## config.mk

```make
export PLATFORM = sky130hd
export DESIGN_NAME = sample_writer_flat
export DESIGN_NICKNAME = d
export VERILOG_FILES = /design/src/rtl/sample_writer_if.sv /design/src/rtl/sample_writer.sv /design/src/flat_wrapper.sv
export SDC_FILE = /design/constraint.sdc
export NUM_CORES = 1
export LEC_CHECK = 0
export BUFFER_PORTS_ARGS = -buffer_cell sky130_fd_sc_hd__clkbuf_2
export CAP_MARGIN = 20
export CORE_ASPECT_RATIO = 1.25
export CORE_MARGIN = 2
export CORE_UTILIZATION = 25
export DETAILED_ROUTE_END_ITERATION = 12
export SYNTH_ARGS = -nofsm -noshare
export SYNTH_HDL_FRONTEND = slang
export SYNTH_SLANG_ARGS = --single-unit
```

## constraint.sdc

```tcl
create_clock -name clk -period 2.4 [get_ports clk]
set_input_delay 0.24 -clock clk [delete_from_list [all_inputs] [get_ports clk]]
set_output_delay 0.24 -clock clk [all_outputs]
set_load 0.05 [all_outputs]
```

## src/rtl/sample_writer_if.sv

```systemverilog
// Stream-in / memory-write bundle for sample_writer. The master modport is the
// upstream producer and memory side, the slave modport is the writer itself.
interface sample_writer_if #(
    parameter int DW = 32,
    parameter int AW = 8
);
    // A sample moves on a clk edge where in_valid & in_ready are both high.
    // in_valid must not depend on in_ready; in_data is only meaningful while
    // in_valid is high. mem_we/mem_addr/mem_wdata form a registered one-cycle
    // write strobe with no back-pressure from the memory.
    logic          in_valid;
    logic [DW-1:0] in_data;
    logic          in_ready;
    logic          mem_we;
    logic [AW-1:0] mem_addr;
    logic [DW-1:0] mem_wdata;

    modport master (
        output in_valid,
        output in_data,
        input  in_ready,
        input  mem_we,
        input  mem_addr,
        input  mem_wdata
    );

    modport slave (
        input  in_valid,
        input  in_data,
        output in_ready,
        output mem_we,
        output mem_addr,
        output mem_wdata
    );
endinterface

```

## src/rtl/sample_writer.sv

```systemverilog
// Loads a stream of samples into consecutive X/Y sample-memory addresses and
// pulses done when finished. Define SAMPLE_WRITER_CHECKSUM_EN for a running sum.
module sample_writer #(
    parameter int DW = 32,
    parameter int AW = 8
) (
    input  logic          clk,
    input  logic          CLR_n,
    input  logic          start,
    input  logic [AW-1:0] base_addr,
    input  logic [AW:0]   num_samples,
    sample_writer_if.slave bus,
    output logic          busy,
    output logic          done,
    output logic [AW:0]   loaded,
`ifdef SAMPLE_WRITER_CHECKSUM_EN
    output logic [DW-1:0] checksum,
`endif
    output logic [1:0]    state_dbg
);

    typedef enum logic [1:0] {
        IDLE   = 2'd0,
        LOAD   = 2'd1,
        FINISH = 2'd2
    } state_t;

    state_t        state_q;
    state_t        state_d;
    logic [AW-1:0] addr_q;
    logic [AW:0]   remain_q;
    logic          hs;
    logic          start_ok;

    assign state_dbg = state_q;
    assign start_ok  = start && (state_q == IDLE);
    assign hs        = bus.in_valid && bus.in_ready;

    always_ff @(posedge clk) begin
        if (!CLR_n) begin
            state_q <= IDLE;
        end else begin
            state_q <= state_d;
        end
    end

    always_comb begin
        state_d      = state_q;
        bus.in_ready = 1'b0;
        busy         = 1'b0;
        case (state_q)
            IDLE: begin
                if (start) begin
                    state_d = (num_samples == '0) ? FINISH : LOAD;
                end
            end
            LOAD: begin
                bus.in_ready = 1'b1;
                busy         = 1'b1;
                // The last handshake leaves LOAD so in_ready drops right after it.
                if (bus.in_valid && (remain_q == (AW+1)'(1))) begin
                    state_d = FINISH;
                end
            end
            FINISH: begin
                busy    = 1'b1;
                state_d = IDLE;
            end
            default: state_d = IDLE;
        endcase
    end

    always_ff @(posedge clk) begin
        if (!CLR_n) begin
            bus.mem_we    <= 1'b0;
            bus.mem_addr  <= '0;
            bus.mem_wdata <= '0;
            addr_q        <= '0;
            remain_q      <= '0;
            loaded        <= '0;
            done          <= 1'b0;
        end else begin
            bus.mem_we <= 1'b0;
            done       <= (state_q == FINISH);
            if (start_ok) begin
                addr_q   <= base_addr;
                remain_q <= num_samples;
                loaded   <= '0;
            end
            // Address wraps naturally at 2^AW, so base+N past the top lands at 0.
            if (hs) begin
                bus.mem_we    <= 1'b1;
                bus.mem_addr  <= addr_q;
                bus.mem_wdata <= bus.in_data;
                addr_q        <= addr_q + AW'(1);
                remain_q      <= remain_q - (AW+1)'(1);
                loaded        <= loaded + (AW+1)'(1);
            end
        end
    end

`ifdef SAMPLE_WRITER_CHECKSUM_EN
    always_ff @(posedge clk) begin
        if (!CLR_n) begin
            checksum <= '0;
        end else if (start_ok) begin
            checksum <= '0;
        end else if (hs) begin
            checksum <= checksum + bus.in_data;
        end
    end
`endif

    a_done_not_busy : assert property (@(posedge clk) disable iff (!CLR_n)
        done |-> !busy);
    a_we_inside_txn : assert property (@(posedge clk) disable iff (!CLR_n)
        bus.mem_we |-> (state_q != IDLE));

endmodule

```

## src/flat_wrapper.sv

```systemverilog
// flat-port wrapper written by rule: the top's interface ports become plain ports
module sample_writer_flat 
#(
    parameter int DW = 32,
    parameter int AW = 8
)
  (clk, CLR_n, start, base_addr, num_samples, busy, done, loaded, state_dbg, bus_in_valid, bus_in_data, bus_in_ready, bus_mem_we, bus_mem_addr, bus_mem_wdata);
  sample_writer_if #(.DW(DW), .AW(AW)) bus_i ();
  input  logic clk;
  input  logic CLR_n;
  input  logic start;
  input  logic [AW-1:0] base_addr;
  input  logic [AW:0] num_samples;
  output logic busy;
  output logic done;
  output logic [AW:0] loaded;
  output logic [1:0] state_dbg;
  input wire logic [$bits(bus_i.in_valid)-1:0] bus_in_valid;
  input wire logic [$bits(bus_i.in_data)-1:0] bus_in_data;
  output wire logic [$bits(bus_i.in_ready)-1:0] bus_in_ready;
  output wire logic [$bits(bus_i.mem_we)-1:0] bus_mem_we;
  output wire logic [$bits(bus_i.mem_addr)-1:0] bus_mem_addr;
  output wire logic [$bits(bus_i.mem_wdata)-1:0] bus_mem_wdata;
  assign bus_i.in_valid = bus_in_valid;
  assign bus_i.in_data = bus_in_data;
  assign bus_in_ready = bus_i.in_ready;
  assign bus_mem_we = bus_i.mem_we;
  assign bus_mem_addr = bus_i.mem_addr;
  assign bus_mem_wdata = bus_i.mem_wdata;
  sample_writer #(.DW(DW), .AW(AW)) u_core (.clk(clk), .CLR_n(CLR_n), .start(start), .base_addr(base_addr), .num_samples(num_samples), .bus(bus_i), .busy(busy), .done(done), .loaded(loaded), .state_dbg(state_dbg));
endmodule
```

==> flow_summary_export.csv <==
group,metric,value,unit
hold_path,hold_end,"u_core.bus.mem_wdata[17]$_SDFFE_PN0P_",
routing,wl,8240,um
global_route,grt_pass1_vias,2808,
clock_network,cts_resized,0,
clock_network,ctsRootBufferMaster,"clkbuf_16",
timing,finalClockSkew,11.5,ps
worst_setup_path,crit_arrival,2130,ps
worst_setup_path,timing.rr.start,"u_core.state_dbg[1]$_SDFFE_PN0P_",
routing,ant_nets,0,
run_status,status,"finished, final reports clean",
worst_setup_path,r2r_end,"u_core.remain_q[2]$_SDFFE_PN0P_",
timing,tns,0,ps
worst_setup_path,worst-path-max-fanout,18,
global_route,grt_max_degree,39,
clock_network,cts_sinks,70,
finish,antenna_cells,0,
synth,synth_seq_cells,70,
routing,routedWlPerCell,13.7,um
power,p_leak,1.61,nW
hold_path,whs_path_depth,3,
place,place_congestion,0.862,
floorplanning,die_w,100,um
clock_network,numCtsBuffers,9,
finish,nets,521,
routing,via_per_inst,4.79,
floorplanning,die-area,12400,um2
global_route,grt_use_met2,0.220,
power,powerDensity,856,nW/um2
worst_setup_path,reg2reg_slack,470,ps
finish,seqCellArea,1400,um2
global_route,use_met3,0.0393,
synth,synth_top_cell_by_area,"dfxtp_1",
global_route,grt_overflow_total,0,
timing,slew_headroom,0.664,
synth,yosys_warnings,0,
synth,yosysTopAreaCellShare,0.485,
synth,synth_ff_type,"dfxtp_1",
run,maxCapViolations,0,
floorplanning,core,11200,um2
power,ir_worst_vdd,0.366,mV
floorplanning,dieHeight,124,um
synth,yosys-top-cells-area,"dfxtp_1 (48%), nand2_1 (12%), a21oi_1 (9.4%), nor2_1 (3.1%), ha_1 (3.0%)",
finish,nFillCells,1205,
global_route,antenna_found_initial,0,
routing,drc,0,
clock_network,cts_hold_buffers,0,
floorplanning,io_pins,108,
routing,drt_pass1_iterations,4,
place,dpl.hpwl,6040,um
clock_network,htreeDepth,3,
timing,setup_violations,0,
synth,synth-edff-count,0,
timing,hold_ws,138,ps
worst_setup_path,path_class,"flip-flop to flip-flop",
worst_setup_path,worstRegToRegCells,8,
global_route,grtUsageMet1,0.169,
timing,rsz0062_at_grt,"false",
timing,min_period,1930,ps
synth,syn_nets,419,
synth,synth_cells,359,
worst_setup_path,critPathLaunchType,"flip-flop",
floorplanning,start_util,0.258,
clock_network,post_cts_buffers,0,
clock_network,cts_tree,"yes",
synth,synth_seq_area_share,0.485,
timing,max_slew.worst_pin.slew,503,ps
floorplanning,core.rowCount,43,
timing,finalHoldViolCount,0,
clock_network,clk_latency,330,ps
clock_network,clk_pin_slew,60,ps
synth,synth.distinct_cells,38,
synth,synthArstFlopShare,0,
global_route,grt_pass1_wl,13500,um
finish,area_delta_synth_final,33.6,%
clock_network,clockBufferDepth,2,
routing,drt_iter0_markers,132,
routing,vias,2871,
timing,fmax,517,MHz
global_route,grt-busiest-layer,"met2",
finish,final_util,0.345,
worst_setup_path,required,2590,ps
timing,drv_slew,0,
timing,final.period_utilization,0.805,
hold_path,hold_path_class,"input pin to flip-flop",
global_route,track_usage,0.136,
place,placement.io_buffers,107,
synth,syn_avg_cell_area,8.05,um2
worst_setup_path,end_kind,"flip-flop",
power,finalPower,3.31,mW
synth,synth_area,2890,um2
hold_path,hold_start,"bus_in_data[17]",
finish,multi_input_area,1380,um2
finish,layout-drive-gt1-share,0.301,
[where the power goes]
group / leakage (nW) / switching [mW] / total (mW) / internal [mW]
Clock: 0.141 / 0.462 / 1.28 / 0.822
Sequential: 0.569 / 0.0735 / 1.32 / 1.25
Combinational: 0.901 / 0.477 / 0.697 / 0.220
Total: 1.61 / 1.01 / 3.31 / 2.29
[placed cells by master, fill, tap and decap left out, types with 4 or more instances in the layout]
cell type,n
nor2_1,24
inv_1,5
o211ai_1,5
dfxtp_1,69
nand3_1,11
nand2_1,90
ha_1,6
a21oi_1,54
and3_1,4
a221oi_1,4
a31oi_1,4
buf_4,8
o21ai_0,9
clkbuf_2,107
nand4_1,4
or3_1,4
a311oi_1,4
clkbuf_16,9
[sequential cells by signal, summed over array words and instances, names as in the netlist]
signal                cells
u_core.bus.mem_wdata     32
u_core.done               1
u_core.remain_q           9
u_core.loaded             9
u_core.addr_q             8
u_core.state_dbg          2
u_core.bus.mem_we         1
u_core.bus.mem_addr       8
[synthesized netlist by cell type (3+ instances only)]
master and count:
nand2_1 91, dfxtp_1 70, a21oi_1 54, nor2_1 24, clkbuf_1 22, nand3_1 11, o21ai_0 9, ha_1 7
inv_1 5, o211ai_1 5, a221oi_1 4, a311oi_1 4, a31oi_1 4, and2_1 4, and3_1 4, nand4_1 4
or3_1 4, a22oi_1 3, mux2_2 3, nor3_1 3
[metal layers]
metal	vias up	part of all wire
met5	-	0
li1	1461	-
met3	13	0.062
met2	101	0.48
met4	0	0.017
met1	1296	0.44
[how the worst max path moves through the flow]
stage	startpoint	to	cells after the start
after detailed placement	u_core.state_dbg[1]$_SDFFE_PN0P_	u_core.remain_q[2]$_SDFFE_PN0P_	8
final	u_core.state_dbg[1]$_SDFFE_PN0P_	u_core.remain_q[2]$_SDFFE_PN0P_	8
after floorplan	u_core.state_dbg[1]$_SDFFE_PN0P_	u_core.bus.mem_wdata[10]$_SDFFE_PN0P_	9
after CTS	u_core.state_dbg[1]$_SDFFE_PN0P_	u_core.remain_q[2]$_SDFFE_PN0P_	8
after global placement	u_core.state_dbg[1]$_SDFFE_PN0P_	u_core.remain_q[2]$_SDFFE_PN0P_	8
after global routing	u_core.state_dbg[1]$_SDFFE_PN0P_	u_core.remain_q[0]$_SDFFE_PN0P_	8
[cells by family (layout without fill, tap and decap cells)]
family          Yosys count  in the layout  share of synthesized area
buf+inv                  30            136                     0.0390
flops                    70             70                      0.485
compound gates           96             96                      0.204
simple gates            153            153                      0.230
fa+ha+maj                 7              7                     0.0303
mux                       3              3                     0.0117
[through the flow]
step | cell area (um2) | cells | worst slack (ps)
3_3_place_gp | 3570 | 585 | 569
3_5_place_dp | 3570 | 585 | 487
4_1_cts | 3860 | 600 | 457
2_1_floorplan | 2890 | 359 | 80.5
5_1_grt | 3860 | 600 | 285
6_report | 3860 | 600 | 467
[worst max-delay path, stage by stage (launching register included)]
cell and delay [ps]:
dfxtp_1 340, inv_1 100, ha_2 290, and2_2 210, buf_4 230, nor2_1 70, buf_4 180, a221oi_1 310
nor2_1 60
[area by class of cell]
cell class / count / share of cell area
Timing Repair Buffer: 115 / 0.154
Tap cell: 135 / 0.0437
Clock inverter: 4 / 0.0123
Sequential cell: 70 / 0.363
Clock buffer: 11 / 0.0628
Inverter: 6 / 0.00583
Multi-Input combinational cell: 259 / 0.358
No activity file was read; power rests on OpenSTA's default activity.
